==> src/rtl/pc_unit_pkg.sv <==
// Shared types and constants for the fetch-stage program-counter unit.
// Optional trap input is enabled with the PC_TRAP_EN macro.
package pc_unit_pkg;

    typedef enum logic [1:0] {
        ST_IDLE   = 2'd0,
        ST_LAUNCH = 2'd1,
        ST_RUN    = 2'd2
    } pc_state_t;

    localparam logic [31:0] DEF_RESET_PC    = 32'h4000_0000;
    localparam int          DEF_INSTR_BYTES = 4;

    // Low target bits that must be zero for a legal instruction address.
    localparam logic [1:0]  ALIGN_LSB_MASK  = 2'b11;

endpackage

==> src/rtl/pc_unit_if.sv <==
// Fetch-side bus of the PC unit: stall, redirect channels and fetch outputs.
// PC_TRAP_EN adds the trap / trap_vec pair.
interface pc_unit_if #(
    parameter int PC_WIDTH    = 32,
    parameter int REDIRECT_CH = 2
);
    logic                            stall;
    logic [REDIRECT_CH-1:0]          redir_valid;
    logic [REDIRECT_CH*PC_WIDTH-1:0] redir_target;
`ifdef PC_TRAP_EN
    logic                            trap;
    logic [PC_WIDTH-1:0]             trap_vec;
`endif
    logic [PC_WIDTH-1:0]             fetch_addr;
    logic [PC_WIDTH-1:0]             pc;
    logic                            pc_valid;
    logic                            flush;
    logic                            misalign;

`ifdef PC_TRAP_EN
    modport master (output stall, redir_valid, redir_target, trap, trap_vec,
                    input  fetch_addr, pc, pc_valid, flush, misalign);
    modport slave  (input  stall, redir_valid, redir_target, trap, trap_vec,
                    output fetch_addr, pc, pc_valid, flush, misalign);
`else
    modport master (output stall, redir_valid, redir_target,
                    input  fetch_addr, pc, pc_valid, flush, misalign);
    modport slave  (input  stall, redir_valid, redir_target,
                    output fetch_addr, pc, pc_valid, flush, misalign);
`endif
endinterface

==> src/rtl/pc_redirect_arb.sv <==
// Fixed-priority redirect selector; channel 0 wins over higher indices.
module pc_redirect_arb #(
    parameter int PC_WIDTH    = 32,
    parameter int REDIRECT_CH = 2
) (
    input  logic [REDIRECT_CH-1:0]          i_valid,
    input  logic [REDIRECT_CH*PC_WIDTH-1:0] i_target,
    output logic                            o_any_valid,
    output logic [PC_WIDTH-1:0]             o_target
);

    // Scan from the lowest priority upward so the lowest asserted index is left standing.
    always_comb begin
        o_any_valid = |i_valid;
        o_target    = '0;
        for (int i = REDIRECT_CH - 1; i >= 0; i--) begin
            if (i_valid[i]) o_target = i_target[i*PC_WIDTH +: PC_WIDTH];
        end
    end

endmodule

==> src/rtl/pc_unit.sv <==
// Fetch-stage program counter: reset launch, sequential advance, redirect
// arbitration and a one-entry pending buffer for redirects seen while stalled.
// Define PC_TRAP_EN to add a trap source above all redirects.
//
// state  | meaning
// IDLE   | held in reset; outputs at reset values, pending buffer empty
// LAUNCH | first cycle after reset; presents RESET_PC, redirects ignored
// RUN    | normal fetch; pc/pc_valid track the returning instruction
module pc_unit
    import pc_unit_pkg::*;
#(
    parameter int                  PC_WIDTH    = 32,
    parameter logic [PC_WIDTH-1:0] RESET_PC    = PC_WIDTH'(DEF_RESET_PC),
    parameter int                  INSTR_BYTES = DEF_INSTR_BYTES,
    parameter int                  REDIRECT_CH = 2
) (
    input  logic      clk,
    input  logic      rst,
    pc_unit_if.slave  bus
);

    pc_state_t           r_state, w_state_nxt;
    logic [PC_WIDTH-1:0] r_pc;
    logic [PC_WIDTH-1:0] r_pend_tgt, w_pend_tgt_nxt;
    logic                r_pend_valid, w_pend_valid_nxt;
`ifdef PC_TRAP_EN
    logic                r_pend_trap, w_pend_trap_nxt;
`endif
    logic                w_arb_valid;
    logic [PC_WIDTH-1:0] w_arb_tgt;
    logic [PC_WIDTH-1:0] w_raw_tgt;
    logic [PC_WIDTH-1:0] w_fetch;
    logic                w_apply;
    logic                w_pc_load;
    logic                w_pc_valid;
    logic                w_flush;
    logic                w_misalign;

    pc_redirect_arb #(
        .PC_WIDTH    (PC_WIDTH),
        .REDIRECT_CH (REDIRECT_CH)
    ) u_arb (
        .i_valid     (bus.redir_valid),
        .i_target    (bus.redir_target),
        .o_any_valid (w_arb_valid),
        .o_target    (w_arb_tgt)
    );

    // FSM state register.
    always_ff @(posedge clk or posedge rst) begin
        if (rst) r_state <= ST_IDLE;
        else     r_state <= w_state_nxt;
    end

    // Next state, next-PC selection, pending-buffer update and per-cycle outputs.
    always_comb begin
        w_state_nxt      = r_state;
        w_fetch          = RESET_PC;
        w_raw_tgt        = '0;
        w_apply          = 1'b0;
        w_pc_load        = 1'b0;
        w_pc_valid       = 1'b0;
        w_flush          = 1'b0;
        w_misalign       = 1'b0;
        w_pend_valid_nxt = r_pend_valid;
        w_pend_tgt_nxt   = r_pend_tgt;
`ifdef PC_TRAP_EN
        w_pend_trap_nxt  = r_pend_trap;
`endif
        case (r_state)
            ST_IDLE: begin
                w_state_nxt      = ST_LAUNCH;
                w_pend_valid_nxt = 1'b0;
`ifdef PC_TRAP_EN
                w_pend_trap_nxt  = 1'b0;
`endif
            end
            ST_LAUNCH: begin
                if (!bus.stall) w_state_nxt = ST_RUN;
            end
            ST_RUN: begin
                w_pc_valid = 1'b1;
                if (bus.stall) begin
                    // Memory re-reads the current PC; remember the newest target.
                    w_fetch = r_pc;
`ifdef PC_TRAP_EN
                    if (bus.trap) begin
                        w_pend_valid_nxt = 1'b1;
                        w_pend_tgt_nxt   = bus.trap_vec;
                        w_pend_trap_nxt  = 1'b1;
                    end else if (w_arb_valid && !r_pend_trap) begin
                        w_pend_valid_nxt = 1'b1;
                        w_pend_tgt_nxt   = w_arb_tgt;
                    end
`else
                    if (w_arb_valid) begin
                        w_pend_valid_nxt = 1'b1;
                        w_pend_tgt_nxt   = w_arb_tgt;
                    end
`endif
                end else begin
                    // Whatever is pending is consumed or superseded this cycle.
                    w_pc_load        = 1'b1;
                    w_pend_valid_nxt = 1'b0;
                    w_apply          = 1'b1;
`ifdef PC_TRAP_EN
                    w_pend_trap_nxt  = 1'b0;
                    if (bus.trap)                         w_raw_tgt = bus.trap_vec;
                    else if (r_pend_valid && r_pend_trap) w_raw_tgt = r_pend_tgt;
                    else
`endif
                    if (w_arb_valid)       w_raw_tgt = w_arb_tgt;
                    else if (r_pend_valid) w_raw_tgt = r_pend_tgt;
                    else                   w_apply   = 1'b0;

                    if (w_apply) begin
                        w_fetch    = w_raw_tgt & ~PC_WIDTH'(ALIGN_LSB_MASK);
                        w_flush    = 1'b1;
                        w_misalign = |(w_raw_tgt[1:0] & ALIGN_LSB_MASK);
                    end else begin
                        w_fetch    = r_pc + PC_WIDTH'(INSTR_BYTES);
                    end
                end
            end
            default: w_state_nxt = ST_IDLE;
        endcase
    end

    // PC register follows the fetch address whenever fetch advances.
    always_ff @(posedge clk or posedge rst) begin
        if (rst)            r_pc <= RESET_PC;
        else if (w_pc_load) r_pc <= w_fetch;
    end

    // Pending redirect buffer.
    always_ff @(posedge clk or posedge rst) begin
        if (rst) begin
            r_pend_valid <= 1'b0;
            r_pend_tgt   <= '0;
`ifdef PC_TRAP_EN
            r_pend_trap  <= 1'b0;
`endif
        end else begin
            r_pend_valid <= w_pend_valid_nxt;
            r_pend_tgt   <= w_pend_tgt_nxt;
`ifdef PC_TRAP_EN
            r_pend_trap  <= w_pend_trap_nxt;
`endif
        end
    end

    assign bus.fetch_addr = w_fetch;
    assign bus.pc         = r_pc;
    assign bus.pc_valid   = w_pc_valid;
    assign bus.flush      = w_flush;
    assign bus.misalign   = w_misalign;

endmodule
==> src/flat_wrapper.sv <==
// flat-port wrapper written by rule: the top's interface ports become plain ports
module pc_unit_flat import pc_unit_pkg::*;
#(
    parameter int                  PC_WIDTH    = 32,
    parameter logic [PC_WIDTH-1:0] RESET_PC    = PC_WIDTH'(DEF_RESET_PC),
    parameter int                  INSTR_BYTES = DEF_INSTR_BYTES,
    parameter int                  REDIRECT_CH = 2
)
  (clk, rst, bus_stall, bus_redir_valid, bus_redir_target, bus_fetch_addr, bus_pc, bus_pc_valid, bus_flush, bus_misalign);
  pc_unit_if #(.PC_WIDTH(PC_WIDTH), .REDIRECT_CH(REDIRECT_CH)) bus_i ();
  input  logic clk;
  input  logic rst;
  input wire logic [$bits(bus_i.stall)-1:0] bus_stall;
  input wire logic [$bits(bus_i.redir_valid)-1:0] bus_redir_valid;
  input wire logic [$bits(bus_i.redir_target)-1:0] bus_redir_target;
  output wire logic [$bits(bus_i.fetch_addr)-1:0] bus_fetch_addr;
  output wire logic [$bits(bus_i.pc)-1:0] bus_pc;
  output wire logic [$bits(bus_i.pc_valid)-1:0] bus_pc_valid;
  output wire logic [$bits(bus_i.flush)-1:0] bus_flush;
  output wire logic [$bits(bus_i.misalign)-1:0] bus_misalign;
  assign bus_i.stall = bus_stall;
  assign bus_i.redir_valid = bus_redir_valid;
  assign bus_i.redir_target = bus_redir_target;
  assign bus_fetch_addr = bus_i.fetch_addr;
  assign bus_pc = bus_i.pc;
  assign bus_pc_valid = bus_i.pc_valid;
  assign bus_flush = bus_i.flush;
  assign bus_misalign = bus_i.misalign;
  pc_unit #(.PC_WIDTH(PC_WIDTH), .RESET_PC(RESET_PC), .INSTR_BYTES(INSTR_BYTES), .REDIRECT_CH(REDIRECT_CH)) u_core (.clk(clk), .rst(rst), .bus(bus_i));
endmodule
==> config.mk <==
export PLATFORM = sky130hd
export DESIGN_NAME = pc_unit_flat
export DESIGN_NICKNAME = d
export VERILOG_FILES = /design/src/rtl/pc_unit_pkg.sv /design/src/rtl/pc_unit_if.sv /design/src/rtl/pc_redirect_arb.sv /design/src/rtl/pc_unit.sv /design/src/flat_wrapper.sv
export SDC_FILE = /design/constraint.sdc
export NUM_CORES = 1
export LEC_CHECK = 0
export BUFFER_PORTS_ARGS = -buffer_cell sky130_fd_sc_hd__buf_2
export CAP_MARGIN = 10
export CORE_ASPECT_RATIO = 0.6
export CORE_UTILIZATION = 45
export CTS_CLUSTER_DIAMETER = 100
export CTS_CLUSTER_SIZE = 8
export DETAILED_ROUTE_END_ITERATION = 8
export GPL_TIMING_DRIVEN = 0
export PLACE_DENSITY_LB_ADDON = 0.25
export SLEW_MARGIN = 40
export SYNTH_ARGS = -nofsm -noshare
export SYNTH_HDL_FRONTEND = slang
export SYNTH_SLANG_ARGS = --single-unit
export TNS_END_PERCENT = 100
==> constraint.sdc <==
create_clock -name clk -period 4.85 [get_ports clk]
set_input_delay 1.455 -clock clk [delete_from_list [all_inputs] [get_ports clk]]
set_output_delay 1.455 -clock clk [all_outputs]
set_load 0.03 [all_outputs]
## Word-level counts from Yosys, hierarchy flattened

Cells that the tools add are included.

| word-level totals | value |
|---|---|
| register bits after elaboration | 67 |
| latch bits | 0 |
| bits in writable memories | 0 |
| ROM bits | 0 |
| input port bits | 69 |
| output and inout bits | 67 |
| word-level logic and storage cells | 44 |
| memories | 0 |

| operators by class | value |
|---|---|
| $add $sub $neg | 1 |
| $mul | 0 |
| div/mod/pow operators | 0 |
| magnitude comparators | 0 |
| equal/unequal tests | 4 |
| shift operators | 0 |
| multiplexer cells | 27 |
| bitwise operators | 1 |
| reductions and logical operators | 7 |

Operators with widths:

| kind | number |
|---|---|
| 32-bit two-way mux | 9 |
| 32-bit by 3-bit adder with 32-bit output, second input constant | 1 |
| 1-bit two-way mux | 15 |
| 2-bit one-hot mux with 3 select lines | 1 |
| 2-bit AND reduction | 2 |
| 2-bit OR reduction | 2 |
| 3-bit inequality test, second input constant | 1 |
| 3-bit AND reduction | 1 |
| 2-bit by 1-bit equality test with 1-bit output, second input constant | 1 |
| 2-bit equality test, second input constant | 1 |
| 2-bit zero test | 1 |
| 2-bit two-way mux | 1 |
| 2-bit inequality test, second input constant | 1 |
| 1-bit one-hot mux with 2 select lines | 1 |
| 2-bit nonzero test | 1 |
| 1-bit NOT | 1 |

## Longest topological paths before layout

Gate-level depths: netlist (run 1).

| logic depth | value |
|---|---|
| depth in word-level cells | 9 |
| mapped depth | 8 |
| depth with buffers taken out | 6 |

## Modules after synthesis

From an unflattened synthesis (run 1), not the netlist that was laid out.

| unflattened totals | value |
|---|---|
| cells, all modules | 512 |
| area, all modules | 4568.1 µm² |

Modules (own cells, without submodules):

| module | times used | cells each | area an instance (µm²) | seq. area each (µm²) |
|---|---|---|---|---|
| pc_unit | 1 | 467 | 4200.3 | 1677.9 |
| pc_redirect_arb | 1 | 45 | 367.9 | 0.0 |

## Worst setup path before layout (run 1)

Ideal clock, no wire load.

| timing | value |
|---|---|
| path type | input -> output |
| from | in bus_redir_valid[1] |
| to | out bus_fetch_addr[25] |
| arrival | 3.923 ns |
| required time | 3.395 ns |
| setup slack | -0.528 ns |
| cell stages on the path | 6 |
| path buffers | 3 |
| cell sequence | buf_2 > or3_1 > clkbuf_1 > buf_1 > a211oi_1 > a2111oi_0 |

| on the way | value |
|---|---|
| word-level cells in the longest chain between the ends | 8 |
| elaborated cells between the ends (all ways) | 12 |
| classes of those cells | mux (11); reduce/logical (1) |

Ends and longest elaborated chain:

| item | RTL line | text |
|---|---|---|
| start: declaration | flat_wrapper.sv:14 | `input wire logic [$bits(bus_i.redir_valid)-1:0] bus_redir_valid;` |
| 32-bit two-way mux (2 in series) | pc_redirect_arb.sv:17 | `if (i_valid[i]) o_target = i_target[i*PC_WIDTH +: PC_WIDTH];` |
| 32-bit two-way mux | pc_unit.sv:112 | `if (w_arb_valid) w_raw_tgt = w_arb_tgt;` |
| 32-bit two-way mux | pc_unit.sv:83 | `if (bus.stall) begin` |
| 32-bit two-way mux | pc_unit.sv:70 | `case (r_state)` |
| 32-bit two-way mux * | pc_unit.sv:116 | `if (w_apply) begin` |
| 32-bit two-way mux * | pc_unit.sv:83 |  |
| 32-bit two-way mux * | pc_unit.sv:70 |  |
| end: declaration | flat_wrapper.sv:16 | `output wire logic [$bits(bus_i.fetch_addr)-1:0] bus_fetch_addr;` |

Mark *: on every way between the ends. The rest lies on a longest branch, timed or not. The select of a mux whose other input is x is not followed.

## Worst setup path in the final report (run 1)

| timing | value |
|---|---|
| from | in bus_redir_valid[1] |
| to | out bus_fetch_addr[12] |

Same word-level chain as after synthesis.

==> summary.txt, run 1 <==
Run status
  – Status: finished clean

Critical path
  – CP Cell Sequence: buf_2 > or3_1 > or4_1 > a21boi_1 > o21ai_0 > nor2_1 > buf_2
  – Crit path capture type: output pin
  – WS Path Type: input pin to output pin
  – WP data arrival: 3.34 ns
  – Max FO, Critical Path: 10
  – Cell mode on critical path: buf_2
  – CP delay by family, top: simple AND/OR/NAND/NOR gates
  – Crit path launch type: input pin
  – CP Buf/Inv Count: 2
  – Critical path required time: 3.39 ns
  – Max stage delay on crit path: 0.58 ns
  – Critical-path top delay cell: or4_1

Routing
  – WL/cell: 21.9 µm
  – Antenna Nets Post-Route: 0
  – Drt initial violations: 907
  – Vias per cell: 6.62
  – WL final: 20000 µm
  – Detailed Routing Iterations Pass 1: 6
  – Detailed-route via count: 6046
  – Remaining DRCs: 0

Floorplanning
  – Initial core utilization: 46.4%
  – Die width: 137 µm
  – Die height: 82.8 µm
  – Ports: 136
  – Cell Rows: 29
  – Core Region: 10600 µm²
  – Die area: 11300 µm²

Clock tree
  – Reg clk slew, reported paths: 0.06 ns
  – Buffer depth of the longest clock path: 2
  – CTS Buf Count: 9
  – Hold_buf cts: 0
  – Worst-Skew Late Latency: 0.34 ns
  – Post-CTS sizing: 11
  – Root buffer cell: clkbuf_16
  – # clock sinks: 67
  – H-tree lvl count: 3
  – Post-CTS Setup Bufs: 0
  – CTS tree: built

Global routing
  – Remaining Overflow, GRT: 0
  – Total track usage: 36.5%
  – Vias in the first global route: 5551
  – Largest net degree at the start of global routing: 52
  – Initial antenna violation count: 0
  – Global-route wire length before repair: 31200 µm

Timing
  – Pins Over Slew Limit: 0
  – RSZ-0062 raised after global routing: no
  – Final Hold Fails: 0
  – Setup violators final: 0
  – Period utilization: 98.9%
  – Fmax: 209 MHz
  – Final Skew: 0.00692 ns
  – Fin crit period: 4.80 ns
  – Slew margin rel.: 49.6%
  – Pin slew with the least headroom to its limit: 0.757 ns

Final layout
  – Count of nets after finishing: 840
  – Ant diodes: 0
  – Layout cells sized above 1: 25.8%
  – Final core utilization: 57.7%
  – Fillcell total: 936
  – Area Growth Syn to Fin: 24.5%
  – Post-Layout Cell Count: 913
  – Finished Cell Area: 6100 µm²

Synthesis
  – Syn Nets: 697
  – Cells after synthesis: 627
  – Distinct cells, synth: 64
  – Synthesis Warnings: 0
  – Syn avg cell area: 7.81 µm²
  – Post-synthesis sequential area ratio: 34.3%
  – Post-synth EDFFs: 0
  – Fraction of registers with async set/reset: 100%
  – Number of synthesized register bits: 67
  – Syn Std Cell Area: 4900 µm²
  – Primary FF master, synth: dfrtp_1

Place
  – Dpl cell area: 5790 µm²
  – Placer Congestion: 0.998
  – Placed cells: 899
  – Port Buffers: 132
  – Detail Placement HPWL: 14600 µm

Power
  – Power per cell area: 545 nW/µm²
  – Peak VDD IR: 0.317 mV
  – Pint: 1.72 mW
  – Leak Pwr: 2.88 nW
  – Psw: 1.60 mW
  – Switching Share: 48.2%
  – Part of the power in combinational logic: 47.1%
  – Reg power frac: 34.5%
  – Power share of the clock group: 18.3%

Min path
  – Hold Path Class: register to register

Run
  – Max Cap Viol: 0
cells in the final DEF, fill, tap and decap left out, types with 4 or more instances in the layout:
master and instances:
a211oi_1 11, dfrtp_1 66, o21ai_0 60, clkbuf_2 12
and3_1 33, xnor2_1 4, o221a_2 4, and2_1 4
a21o_1 18, o211a_1 4, inv_1 13, clkbuf_1 34
clkbuf_16 9, nand3_1 15, o21ai_1 9, o21a_1 5
nor2_1 31, a22oi_1 28, nand4_1 10, buf_2 143
nor3_1 13, nor2b_1 5, o22ai_1 21, nand2_1 67
nor3b_1 6, o31a_1 5, a21oi_1 66, a31oi_1 5
a2111oi_2 4
layer usage:
metal	vias up	global-route usage [%]	wire length, µm
li1	2656	-	-
met1	2866	54.9	8640
met2	475	48.1	7920
met3	49	13.4	3060
met4	0	8.99	369
met5	-	0	0
synth_stat cells, types with 3 or more instances:
master	number	area share, %
or4_1	3	0.46
dfrtp_1	66	34
nand3_1	15	1.5
inv_1	14	1.1
a21oi_1	66	6.7
a21o_1	18	2.8
o21ai_0	67	6.8
o21a_1	5	0.77
a31o_2	3	0.54
a211oi_1	13	2.0
a2111oi_0	4	0.72
a31oi_1	5	0.64
o31a_1	5	0.89
nor2_1	32	2.5
o22ai_1	21	2.7
o22a_1	3	0.54
nand2_1	67	5.1
nand2b_1	3	0.38
o211ai_1	3	0.46
and2_1	4	0.51
buf_2	8	0.82
nand4_1	10	1.3
buf_1	4	0.31
nor3b_1	6	0.92
o211a_1	4	0.82
nor3_1	13	1.3
nor2b_1	5	0.64
clkbuf_1	43	3.3
o221a_2	4	0.92
xnor2_1	4	0.72
a22oi_1	28	4.3
and3_1	33	4.2
or3_1	3	0.38
and4_1	3	0.54
worst register-to-register path: cells and delay by family, from the launching register on:
family	cells	cell delay [ns]
and+or+nand+nor	4	1.42
adders and majority gates	1	0.32
AOI/OAI and AO/OA	1	0.23
DFF	1	0.50
layout make-up:
| cell class | instances | area, µm² | share of cell area [%] |
|---|---|---|---|
| buffer | 55 | 239 | 3.92 |
| clock buffer | 13 | 250 | 4.10 |
| clock inverter | 2 | 12.5 | 0.205 |
| inverter | 15 | 61.3 | 1.01 |
| multi-input combinational | 489 | 2990 | 49.1 |
| sequential | 67 | 1680 | 27.5 |
| tap | 139 | 174 | 2.85 |
| timing repair buffer | 133 | 688 | 11.3 |
final timing paths:
kind / slack, ns / cells past startpoint / from / endpoint
max: 0.05 / 7 / bus_redir_valid[1] / bus_fetch_addr[12]
min: 0.45 / 1 / u_core.r_state[1]$_DFFE_PP0P_ / u_core.r_state[0]$_DFFE_PP0P_
max reg2reg: 2.31 / 6 / u_core.bus.pc[2]$_DFFE_PP0P_ / u_core.bus.pc[26]$_DFFE_PP0P_
min reg2reg: 0.45 / 1 / u_core.r_state[1]$_DFFE_PP0P_ / u_core.r_state[0]$_DFFE_PP0P_
max in group asynchronous: 3.24 / 3 / rst / u_core.bus.pc[30]$_DFFE_PP1P_
min in group asynchronous: 1.04 / 2 / rst / u_core.bus.pc[8]$_DFFE_PP0P_
cell families after synthesis:
logic type,share of synthesized area (%)
compound gates,35.7
simple gates,22.8
buf+inv,5.72
flops,34.3
xor+xnor,1.07
mux,0.204
fa+ha+maj,0.255
power groups by stage:
| stage | registers, mW | clock network (mW) | logic [mW] |
|---|---|---|---|
| after CTS | 1.13 | 0.618 | 1.53 |
| after global placement | 1.12 | 0 | 1.49 |
| after floorplan | 1.29 | 0 | 0.861 |
| after global routing | 1.18 | 0.635 | 1.68 |
| after detailed placement | 1.13 | 0 | 1.52 |
| final | 1.15 | 0.609 | 1.56 |
stage by stage:
step	hold WS (ns)	TNS (ns)	power [mW]	worst slack, ns
global route	0.474	0	3.50	0.0122
CTS	0.453	0	3.28	0.0145
floorplan	0.417	0	2.15	0.134
detailed placement	0.445	-2.12	2.66	-0.226
finish	0.450	0	3.32	0.0544
global placement	0.432	-1.90	2.60	-0.249
state kept, by name (all words and copies together) (netlist names):
signal	count
u_core.r_state	2
u_core.r_pend_valid	1
u_core.r_pend_tgt	32
u_core.bus.pc	32
Power figures use the tool's default switching activity.
==> run 2, diff against run 1 <==
--- a/config.mk
+++ b/config.mk
@@ -13,6 +13,7 @@
 export CTS_CLUSTER_SIZE = 8
 export DETAILED_ROUTE_END_ITERATION = 8
 export GPL_TIMING_DRIVEN = 0
+export MAX_ROUTING_LAYER = met4
 export PLACE_DENSITY_LB_ADDON = 0.25
 export SLEW_MARGIN = 40
 export SYNTH_ARGS = -nofsm -noshare
==> summary.txt, run 2 (synthesis gave the netlist of run 1 again) <==
Run status
  – Status: finished clean

Timing
  – Pins Over Slew Limit: 0
  – Period utilization: 99.9%
  – Final Skew: 0.00725 ns
  – Setup violators final: 0
  – Final Hold Fails: 0
  – Slew margin rel.: 50.0%
  – Pin slew with the least headroom to its limit: 0.743 ns
  – Fin crit period: 4.85 ns
  – Fmax: 206 MHz

Global routing
  – Largest net degree at the start of global routing: 52
  – Initial antenna violation count: 1
  – Vias in the first global route: 5562
  – Total track usage: 37.8%
  – Global-route wire length before repair: 31500 µm
  – Remaining Overflow, GRT: 0

Power
  – Leak Pwr: 2.90 nW
  – Peak VDD IR: 0.289 mV
  – Power per cell area: 550 nW/µm²
  – Total power: 3.36 mW

Critical path
  – CP Cell Sequence: buf_2 > nand2b_1 > o22ai_1 > o21ai_0 > a21oi_1 > a2111oi_2 > buf_2
  – CP delay by family, top: compound AO/OA/AOI/OAI gates
  – Max stage delay on crit path: 0.60 ns
  – WS Path Type: input pin to output pin
  – Crit path launch type: input pin
  – Reg2Reg Depth: 6
  – CP Buf/Inv Count: 2
  – FF-to-FF Start: u_core.bus.pc[2]$_DFFE_PP0P_
  – Critical path required time: 3.39 ns
  – Critical-path top delay cell: o21ai_0
  – Crit path capture type: output pin
  – Cell mode on critical path: buf_2
  – WP data arrival: 3.39 ns
  – FF-to-FF setup slack: 2.44 ns
  – R2r endpoint: u_core.bus.pc[26]$_DFFE_PP0P_
  – Max FO, Critical Path: 10

Min path
  – Hold Path Origin: u_core.r_state[1]$_DFFE_PP0P_
  – WHS Path Cells: 1
  – Hold Path End: u_core.r_state[0]$_DFFE_PP0P_
  – Hold Path Class: register to register

Place
  – Placed cells: 899
  – Detail Placement HPWL: 14800 µm
  – Dpl cell area: 5790 µm²
  – Placer Congestion: 1.01
  – Port Buffers: 132

Final layout
  – Ant diodes: 0
  – Most common cell after layout, fill and taps aside: buf_2
  – Fillcell total: 982
  – Layout cells sized above 1: 26.2%
  – Count of nets after finishing: 841
  – Finished Cell Area: 6110 µm²
  – Most frequent cells in the layout: buf_2, nand2_1, a21oi_1, dfrtp_1, o21ai_0
  – Post-Layout Cell Count: 915
  – Area Growth Syn to Fin: 24.8%

Routing
  – Antenna Nets Post-Route: 0
  – Drt initial violations: 915
  – Remaining DRCs: 0
  – Vias per cell: 6.67
  – WL/cell: 22.4 µm
  – Detailed Routing Iterations Pass 1: 6
  – WL final: 20500 µm
  – Detailed-route via count: 6101

Clock tree
  – Reg clk slew, reported paths: 0.06 ns
  – # clock sinks: 67
  – Worst-Skew Late Latency: 0.35 ns
  – CTS tree: built
  – Buffer depth of the longest clock path: 2
  – H-tree lvl count: 3
  – Post-CTS Setup Bufs: 0
  – Hold_buf cts: 0
  – CTS Buf Count: 9
  – Root buffer cell: clkbuf_16

Floorplanning
  – Initial core utilization: 46.4%
  – Die width: 137 µm
  – Ports: 136
  – Die area: 11300 µm²
  – Die height: 82.8 µm
  – Core Region: 10600 µm²
  – Cell Rows: 29

Run
  – Max Cap Viol: 0
## run 2: power by group
group / leakage, nW / switching (mW) / internal (mW)
Sequential: 0.775 / 0.319 / 0.824
Combinational: 1.99 / 1.04 / 0.541
Clock: 0.130 / 0.268 / 0.376
## run 2: metal layers
metal / track usage, % / part of all wire (%) / vias to the layer above
li1: - / - / 2651
met1: 56.6 / 44 / 2896
met2: 48.5 / 39 / 508
met3: 12.2 / 15 / 46
met4: 7.98 / 1.7 / 0
met5: - / 0 / -
## run 2: timing repair
| action | in CTS | in global routing |
|---|---|---|
| pin swaps | 0 | 1 |
| gates cloned | 0 | 0 |
| resized for setup | 12 | 29 |
| endpoints found under the setup margin | 24 | 20 |
## run 2: through the flow
| step | TNS (ns) | setup slack [ns] | hold WS, ns | utilization (%) |
|---|---|---|---|---|
| after floorplan | 0 | 0.134 | 0.417 | - |
| after global placement | -2.39 | -0.294 | 0.433 | 54.5 |
| after detailed placement | -2.27 | -0.297 | 0.442 | 54.8 |
| after CTS | -0.00881 | -0.00881 | 0.452 | 57.7 |
| after global routing | -0.0156 | -0.0156 | 0.476 | 57.9 |
| final | 0 | 0.00436 | 0.459 | 57.9 |
## run 2: worst reg2reg max path, stage by stage (launching register included)
cell,delay [ns]
dfrtp_1,0.48
ha_1,0.32
nand3_1,0.23
or4_1,0.60
nor4_1,0.35
nor3_1,0.12
a211oi_1,0.22
## run 2: layout make-up
type | instances | area (µm²) | area share (%)
plain buffers | 56 | 249 | 4.07
clock buffers | 15 | 268 | 4.38
clock inverters | 1 | 7.51 | 0.123
inverters | 15 | 61.3 | 1.00
multi-input cells | 489 | 2990 | 48.9
flip-flops and latches | 67 | 1680 | 27.4
well taps | 139 | 174 | 2.84
repair buffers | 133 | 688 | 11.3
## run 2: how the worst max path moves through the flow
stage	slack (ns)	start	depth (start not counted)	to
floorplan	0.13	bus_redir_valid[1]	7	bus_fetch_addr[26]
global placement	-0.29	bus_redir_valid[0]	8	bus_fetch_addr[8]
detailed placement	-0.30	bus_redir_valid[0]	8	bus_fetch_addr[8]
CTS	-0.009	bus_redir_valid[1]	8	bus_fetch_addr[22]
global route	-0.02	bus_redir_valid[1]	8	bus_fetch_addr[2]
finish	0.004	bus_redir_valid[1]	7	bus_fetch_addr[23]
